$ cat src/rtl/first_pkg.sv
// Shared constants and helpers for the first_unit tick generator.
package first_pkg;

   localparam int unsigned FIRST_DEFAULT_WIDTH = 4;

   // Default terminal is the all-ones value for the given width (saturates at 32 bits).
   function automatic int unsigned first_default_terminal(input int unsigned width);
      if (width >= 32) return 32'hFFFF_FFFF;
      return (32'd1 << width) - 32'd1;
   endfunction

endpackage

$ cat src/rtl/first_if.sv
// Enable/clear inputs and terminal-count pulse output of the tick generator.
interface first_if;
   logic a;
   logic b;
   logic out;

   modport master (output a, output b, input out);
   modport slave  (input a, input b, output out);
endinterface

$ cat src/rtl/first_cnt.sv
// Enable/clear counter that wraps at TERMINAL; wrap is combinational on the wrapping edge.
module first_cnt
   import first_pkg::*;
#(
   parameter int unsigned WIDTH    = FIRST_DEFAULT_WIDTH,
   parameter int unsigned TERMINAL = first_default_terminal(WIDTH)
) (
   input  logic clk,
   input  logic rst,
   input  logic en,
   input  logic clr,
   output logic wrap
);

   localparam logic [WIDTH-1:0] TERM = WIDTH'(TERMINAL);

   logic [WIDTH-1:0] cnt_q;
   logic [WIDTH-1:0] cnt_d;

   // Clear beats enable; exact-equality compare keeps cnt within 0..TERMINAL.
   always_comb begin
      cnt_d = cnt_q;
      wrap  = 1'b0;
      if (clr) begin
         cnt_d = '0;
      end else if (en) begin
         if (cnt_q == TERM) begin
            cnt_d = '0;
            wrap  = 1'b1;
         end else begin
            cnt_d = cnt_q + WIDTH'(1);
         end
      end
   end

   always_ff @(posedge clk or posedge rst) begin
      if (rst) cnt_q <= '0;
      else     cnt_q <= cnt_d;
   end

endmodule

$ cat src/rtl/first_unit.sv
// Periodic tick generator: counts enabled cycles and emits a registered one-cycle pulse on wrap.
module first_unit
   import first_pkg::*;
#(
   parameter int unsigned WIDTH    = FIRST_DEFAULT_WIDTH,
   parameter int unsigned TERMINAL = first_default_terminal(WIDTH)
) (
   input logic    clk,
   input logic    rst,
   first_if.slave bus
);

   logic wrap;
   logic out_q;
   logic out_d;

   first_cnt #(
      .WIDTH    (WIDTH),
      .TERMINAL (TERMINAL)
   ) u_cnt (
      .clk  (clk),
      .rst  (rst),
      .en   (bus.a),
      .clr  (bus.b),
      .wrap (wrap)
   );

   always_comb begin
      out_d = wrap;
   end

   // out comes straight from this flop, so a/b never reach it combinationally.
   always_ff @(posedge clk or posedge rst) begin
      if (rst) out_q <= 1'b0;
      else     out_q <= out_d;
   end

   assign bus.out = out_q;

endmodule

$ cat src/flat_wrapper.sv
// flat-port wrapper written by rule: the top's interface ports become plain ports
module first_unit_flat import first_pkg::*;
#(
   parameter int unsigned WIDTH    = FIRST_DEFAULT_WIDTH,
   parameter int unsigned TERMINAL = first_default_terminal(WIDTH)
)
  (clk, rst, bus_a, bus_b, bus_out);
  first_if bus_i ();
  input logic clk;
  input logic rst;
  input wire logic [$bits(bus_i.a)-1:0] bus_a;
  input wire logic [$bits(bus_i.b)-1:0] bus_b;
  output wire logic [$bits(bus_i.out)-1:0] bus_out;
  assign bus_i.a = bus_a;
  assign bus_i.b = bus_b;
  assign bus_out = bus_i.out;
  first_unit #(.WIDTH(WIDTH), .TERMINAL(TERMINAL)) u_core (.clk(clk), .rst(rst), .bus(bus_i));
endmodule
$ cat config.mk
export PLATFORM = sky130hd
export DESIGN_NAME = first_unit_flat
export DESIGN_NICKNAME = d
export VERILOG_FILES = /design/src/rtl/first_pkg.sv /design/src/rtl/first_if.sv /design/src/rtl/first_cnt.sv /design/src/rtl/first_unit.sv /design/src/flat_wrapper.sv
export SDC_FILE = /design/constraint.sdc
export NUM_CORES = 1
export LEC_CHECK = 0
export ABC_CLOCK_PERIOD_IN_PS = 1150
export CORE_AREA = 8 8 45 47
export CTS_BUF_LIST = sky130_fd_sc_hd__clkbuf_4
export DETAILED_ROUTE_END_ITERATION = 8
export DIE_AREA = 0 0 53 55
export PLACE_DENSITY = 0.4
export SLEW_MARGIN = 10
export SYNTH_ARGS = -nofsm -noshare
export SYNTH_HDL_FRONTEND = slang
export SYNTH_SLANG_ARGS = --single-unit
$ cat constraint.sdc
create_clock -name clk -period 1.15 [get_ports clk]
set_input_delay 0.2875 -clock clk [delete_from_list [all_inputs] [get_ports clk]]
set_output_delay 0.2875 -clock clk [all_outputs]
set_load 0.1 [all_outputs]
# Word level (Yosys, flattened, before mapping)
# Cells that the tools add are included.
[totals]
output_inout_bits = 1
reg_bits = 5
in_bits = 4
[op_classes]
addsub = 1
eq_ne = 1
muxes = 6
reduce_logical = 1
[ops]
columns = ["op", "count"]
rows = [
  ["$mux 4", 3],
  ["$add 4x1->4 const B", 1],
  ["$eq 4x4->1 const B", 1],
  ["$mux 1", 3],
  ["$reduce_bool 2->1", 1],
]

# Depth between registers and ports, before layout
# Gate-level depths: netlist of the first run.
[logic_depth]
ltp_word = 4
depth_mapped = 4

# By module
# A second synthesis of the first run with hierarchy kept.
[unflattened]
cells_unflattened = 25
area_unflattened_um2 = 241.5
[by_module_without_submodules]
columns = ["module", "n_inst", "cells_per_inst", "area_per_inst_um2"]
rows = [
  ["first_cnt", 1, 23, 212.7],
  ["first_unit", 1, 2, 28.8],
]

# Worst setup path before layout of the first run
# Ideal clock, no wire load.
[synth_path]
path_type = "register -> output"
from = "reg u_core.out_q, in the netlist u_core.bus.out"
to = "out bus_out"
arrival_ns = 0.883
stages_incl_launch_ff = 1
t_required_ns = 0.863
path_slack_ns = -0.021
path_cell_list = "dfrtp_1"
[synth_rtl]
columns = ["item", "line_no", "rtl"]
rows = [
  ["start: declaration", "first_unit.sv:14", "logic out_q;"],
  ["start signal: assignment", "first_unit.sv:35", "else out_q <= out_d;"],
  ["end: declaration", "flat_wrapper.sv:13", "output wire logic [$bits(bus_i.out)-1:0] bus_out;"],
]
# No word-level cell between the ends.

# Worst setup path in the final report of the first run
[layout_path]
from = "reg u_core.out_q, in the netlist u_core.bus.out"
to = "out bus_out"
# No word-level cell between the ends.

==> results.md, run 1 <==
- Row Count: 14
- Initial antenna violation count: 0
- Wirelength per Cell: 10.88 um
- Switching Power: 0.1003 mW
- ANT nets after route: 0
- Tightest Hold Check Type: input port to async pin
- CP delay by family, top: flip-flops
- Clock network fraction of total power: 0.495
- Number of synthesized flops with an enable pin: 0
- Worst Path Buf+Inv: 1
- Root buf cell: clkbuf_4
- Leading area contributor after synthesis: dfrtp_1
- Maximum clock frequency: 910.1 MHz
- Tmin final: 1099 ps
- Post-synth ARST share: 1.000
- Netlist cell types: 15
- Internal power: 0.3603 mW
- Clk_skew: 4.685 ps
- Slew HR: 0.7916
- Core area: 1384 um2
- DRT iter0 DRCs: 3
- Pins Over Slew Limit: 0
- Final hold vios: 0
- Top_reg_cell synth: dfrtp_1
- Worst-path clk slew: 50 ps
- I/O Buffers: 4
- Final Non-Filler Cells: 49
- CP cell instances: buf_12
- Die width: 53 um
- Max IR drop VDD: 0.3025 mV
- CTS tree: done
- H-tree depth: 1
- Sequential share of the synthesized area: 0.4831
- Final WS setup: 51.17 ps
- Number of max-cap violations: 0
- Synth Cell Area: 259.0 um2
- Seq cells post-synth: 5
- Placed instance count: 45
- Gate power share: 0.101
- CP Max Fanout: 1
- Pleak: 0.1653 nW
- Gates resized, CTS repair: 0
- First-pass GRT wire length: 945 um
- CP max-delay cell: dfrtp_2
- Clock tree buffer depth: 2
- Largest net degree at the start of global routing: 8
- Critical Path End Type: primary output
- Post-DR vias/cell: 4.306
- RSZ-0062 raised after global routing: false
- Post-layout util: 0.2649
- Sum Neg Setup Slack: 0 ps
- Postcts setup bufs: 0
- Post-synthesis cell count: 24
- Critical path startpoint category: flip-flop
- Layout cells sized above 1: 0.3333
- Setup CP Type: flip-flop to primary output
- Die area: 2915 um2
- TritonCTS Buffers: 3
- Status: finished clean
- # IOs: 5
- Worst-skew pair later-pin latency: 240 ps
- Final #Nets: 39
- Starting Density: 0.1872
- Worst slack at placement: -193.2 ps
- Number of global-route vias before repair: 231
- Die Span Y: 55 um
- Top cell type's share of synthesized area: 0.4831
- RePlAce Congestion: 0.7810
- Endpoints failing setup: 0
- N_diodes: 0
- Top cells by count, synth: dfrtp_1 (5), nor2_1 (4), a21oi_1 (2), nand3_1 (2)
- Max incr delay on CP: 400 ps
- Net Count, Synth: 29
- Reg power frac: 0.404
- Tot GR Track Use: 0.04825
- Yosys Warn Count: 0
- # DRC: 0
- Final Cycle Share: 0.9555
- Largest cells by area after synthesis: dfrtp_1 (48%), a41oi_2 (6.3%), nor2_1 (5.8%)
- TritonCTS Sinks: 5
- Hold_buf cts: 0
- Worst path required time: 860 ps
- Sw Ratio: 0.2178
- Detailed-route via count: 211
- Most frequent cell after synthesis: dfrtp_1
- Post-Syn Area per Cell: 10.79 um2
- PD cells: 1256 nW/um2
- TritonRoute pass-1 iters: 4
- WP data arrival: 810 ps
- Routed WL: 533 um
- Tightest Pin Transition: 312.1 ps
- Layout area overhead: 41.55%
- Grt ovf: 0
[worst reg2reg max path, cell delays in order (launching register included)]
cell and delay [ps]:
dfrtp_1 390, ha_1 250, nand3_1 100, nand3b_1 80
a21oi_1 140
[cell usage in the layout (no fill, tap or decap)]
cell / Yosys / routed
mux2i_1: 1 / 1
buf_12: 0 / 1
dfrtp_2: 0 / 1
nor2_1: 4 / 4
ha_1: 1 / 1
dlymetal6s2s_1: 0 / 1
nand4_1: 1 / 1
nand3b_1: 1 / 1
nand2_2: 1 / 1
a21oi_1: 2 / 2
buf_4: 0 / 2
a41oi_2: 1 / 1
clkdlybuf4s50_1: 0 / 2
nand2b_1: 1 / 1
nand3_1: 2 / 2
nor3_2: 1 / 1
xor2_1: 1 / 1
inv_1: 1 / 1
dfrtp_1: 5 / 4
clkbuf_4: 0 / 4
[kinds of logic after synthesis]
family                     after synthesis  synth area share
buffers and inverters                    2           0.05795
and+or+nand+nor                         11            0.2368
muxes                                    1           0.03865
xor gates and xnor gates                 1           0.03382
adders and majority gates                1           0.04830
DFF                                      5            0.4831
AOI/OAI and AO/OA                        3            0.1015
[state kept, by name, indices dropped and copies added (netlist names)]
register	flops
u_core.u_cnt.cnt_q	4
u_core.bus.out	1
[power by group through the flow]
stage               Clock, mW  Combinational (mW)  Sequential [mW]
floorplan                   0              0.0225            0.190
CTS                     0.240              0.0468            0.186
global placement            0              0.0460            0.188
detailed placement          0              0.0458            0.189
finish                  0.228              0.0463            0.186
global route            0.250              0.0521            0.186
[final cells by class]
class | count | area (um2)
multi-input cells | 17 | 118.9
repair buffers | 6 | 67.56
clock buffers | 4 | 30.03
fillers | 157 | 1017
inverters | 1 | 3.754
flip-flops and latches | 5 | 126.4
well taps | 16 | 20.02
[worst paths after layout]
kind                                             from               endpoint  slack (ps)  cells past startpoint
max in group asynchronous                         rst         u_core.bus.out         700                      2
worst min-delay path                              rst  u_core.u_cnt.cnt_q[3]         250                      2
worst max register to register  u_core.u_cnt.cnt_q[0]  u_core.u_cnt.cnt_q[0]         120                      4
worst max-delay path                   u_core.bus.out                bus_out          50                      1
min in group clk                                bus_a         u_core.bus.out         470                      3
worst min register to register  u_core.u_cnt.cnt_q[3]         u_core.bus.out         580                      2
[metal layers]
layer | wire length, um | global-route usage | share of wire
met4 | 0 | 0.09052 | 0
met1 | 219 | 0.04448 | 0.41
met5 | 0 | 0 | 0
met2 | 275 | 0.06445 | 0.52
met3 | 38 | 0.01337 | 0.071
[metrics by stage]
step,power [mW],hold slack [ps],cell area (um2)
2_1_floorplan,0.2128,65.95,260.3
3_3_place_gp,0.2344,511.8,334.1
3_5_place_dp,0.2343,507.2,334.1
4_1_cts,0.4733,250.0,364.1
5_1_grt,0.4884,265.3,366.6
6_report,0.4606,250.2,366.6
Power figures use the tool's default switching activity.
==> inputs of run 2 (changes only) <==
CTS_CLUSTER_DIAMETER = 30   (was not set)
SETUP_SLACK_MARGIN = 0.1   (was not set)
==> run 2 against run 1 <==
Maximum frequency barely moved. Clock skew barely moved. First-iteration DRC count rose by 33%. Final area rose by 0.68%. Sequential power barely moved. Via count fell by 2.4%. Clock-buffer cell count did not move. Combinational power rose by 2%. Worst hold slack got worse by 0.88 ps. Setup slack barely moved. Critical path type unchanged. Critical endpoint unchanged.
==> results.md, run 2 (synthesis results as in run 1) <==
- RePlAce Congestion: 0.7810 (unchanged)
- Final Non-Filler Cells: 49 (unchanged)
- CP Max Fanout: 1 (unchanged)
- Commonest non-fill, non-tap cells in the layout: nor2_1 (4), clkbuf_4 (4), dfrtp_1 (4)
- ANT nets after route: 0 (unchanged)
- Tightest Hold Check Type: input port to async pin
- Routed WL: 534 um (+0.19%)
- CP cell instances: buf_12
- Final WS setup: 51.13 ps (-0.04270 ps)
- CP max-delay cell: dfrtp_2
- TritonCTS Buffers: 3 (unchanged)
- Internal power: 0.3606 mW (about the same)
- N_diodes: 0 (unchanged)
- Wirelength per Cell: 10.90 um (+0.19%)
- Final #Nets: 39 (unchanged)
- Post-DR vias/cell: 4.204 (-2.4%)
- Initial antenna violation count: 0 (unchanged)
- WP data arrival: 810 ps (about the same)
- Placed instance count: 45 (unchanged)
- Biggest register: u_core.u_cnt.cnt_q
- Slew HR: 0.8121 (+0.02050)
- CTS tree: done
- First-pass GRT wire length: 959 um (+1.5%)
- Worst-skew pair later-pin latency: 240 ps (about the same)
- Post-layout util: 0.2667 (+0.001808)
- Largest net degree at the start of global routing: 8 (unchanged)
- Clock network fraction of total power: 0.493 (-0.002)
- Number of global-route vias before repair: 233 (+0.87%)
- Fill cells: 156 (-0.64%)
- DRT iter0 DRCs: 4 (+1)
- Critical path startpoint category: flip-flop
- Max incr delay on CP: 400 ps (about the same)
- Final Cycle Share: 0.9555 (about the same)
- Reg power frac: 0.404 (about the same)
- Detailed-route via count: 206 (-2.4%)
- Core area: 1384 um2 (unchanged)
- Root buf cell: clkbuf_4
- Die width: 53 um (unchanged)
- Hold_buf cts: 0 (unchanged)
- Final hold vios: 0 (unchanged)
- Worst slack at placement: -193.2 ps (unchanged)
- RSZ-0062 raised after global routing: true
- Max IR drop VDD: 0.3045 mV (+0.67%)
- # DRC: 0 (unchanged)
- Pleak: 0.1551 nW (-6.2%)
- Die Span Y: 55 um (unchanged)
- Power, Total: 0.4617 mW (+0.23%)
- Worst Path Buf+Inv: 1 (unchanged)
- Worst-path clk slew: 50 ps (about the same)
- Layout area overhead: 42.51%
- Tmin final: 1099 ps (+0.04270 ps)
- Die area: 2915 um2 (unchanged)
- H-tree depth: 1 (unchanged)
- Clock tree buffer depth: 2 (unchanged)
- Tot GR Track Use: 0.04879 (+0.0005482)
- Max reg flops: 4 (unchanged)
- TritonRoute pass-1 iters: 4 (unchanged)
- Pins Over Slew Limit: 0 (unchanged)
- PD cells: 1251 nW/um2 (-0.45%)
- CP delay by family, top: flip-flops
- Grt ovf: 0 (unchanged)
- # IOs: 5 (unchanged)
- TritonCTS Sinks: 5 (unchanged)
- Clk_skew: 4.308 ps (-0.3769 ps)
- Setup CP Type: flip-flop to primary output
- Layout cells sized above 1: 0.3939 (+0.06061)
- Status: finished clean
- Postcts setup bufs: 0 (unchanged)
- Sw Ratio: 0.2190 (+0.001142)
- Worst path required time: 860 ps (about the same)
- I/O Buffers: 4 (unchanged)
- Gate power share: 0.103 (+0.002)
- Starting Density: 0.1872 (unchanged)
- Number of max-cap violations: 0 (unchanged)
- Tightest Pin Transition: 281.9 ps (-30.23 ps)
- Maximum clock frequency: 910.0 MHz (about the same)
- Switching Power: 0.1011 mW (+0.76%)
- Row Count: 14 (unchanged)
- Endpoints failing setup: 0 (unchanged)
- Critical Path End Type: primary output
==> run 2: cell count changes in the layout (fill, tap and decap cells not counted) <==
cell | before | now
dlygate4sd2_1 | 0 | 1
dlymetal6s2s_1 | 1 | 0
ha_1 | 1 | 0
a21oi_2 | 0 | 1
ha_2 | 0 | 1
a21oi_1 | 2 | 1
==> run 2: layer usage <==
metal  track usage  routed length, um  up-vias
li1              -                  -      100
met1       0.04294                223      101
met2       0.06836                272        5
met3       0.01337                 37        0
met4       0.09052                  0        0
met5             0                  0        -
==> run 2: path summary, 6_finish.rpt <==
path | start | endpoint | slack [ps] | cells past startpoint
setup / recovery | u_core.bus.out | bus_out | 50 | 1
hold / removal | rst | u_core.u_cnt.cnt_q[3] | 250 | 2
setup reg to reg | u_core.u_cnt.cnt_q[0] | u_core.u_cnt.cnt_q[2] | 160 | 4
hold reg to reg | u_core.u_cnt.cnt_q[3] | u_core.bus.out | 580 | 2
max in group asynchronous | rst | u_core.bus.out | 700 | 2
min in group clk | bus_a | u_core.bus.out | 580 | 3
==> run 2: layout make-up <==
type                       count  area, um2  area share
tap                           16      20.02     0.05424
inverter                       1      3.754     0.01017
sequential                     5      126.4      0.3424
clock buffer                   4      30.03     0.08136
multi-input combinational     17      125.1      0.3390
timing repair buffer           6      63.81      0.1729
==> run 2: power by group through the flow <==
stage                     Clock (mW)  Combinational, mW  Sequential [mW]
after CTS                      0.240             0.0455            0.186
final                          0.228             0.0474            0.186
after detailed placement           0             0.0458            0.189
after global placement             0             0.0460            0.188
after global routing           0.250             0.0535            0.187
after floorplan                    0             0.0225            0.190
==> run 2: what timing repair did <==
item / 4_1_cts / 5_1_grt
gates resized for setup: 1 / 2
pin swaps: 0 / 0
endpoints found under the setup margin: 4 / 3
==> run 2: metrics by stage <==
stage                     TNS, ps  cell area [um2]  hold slack [ps]
after detailed placement   -807.4            334.1            507.2
final                           0            369.1            249.3
after global routing            0            369.1            265.3
after floorplan                 0            260.3            65.95
after global placement     -778.2            334.1            511.8
after CTS                       0            362.8            250.0
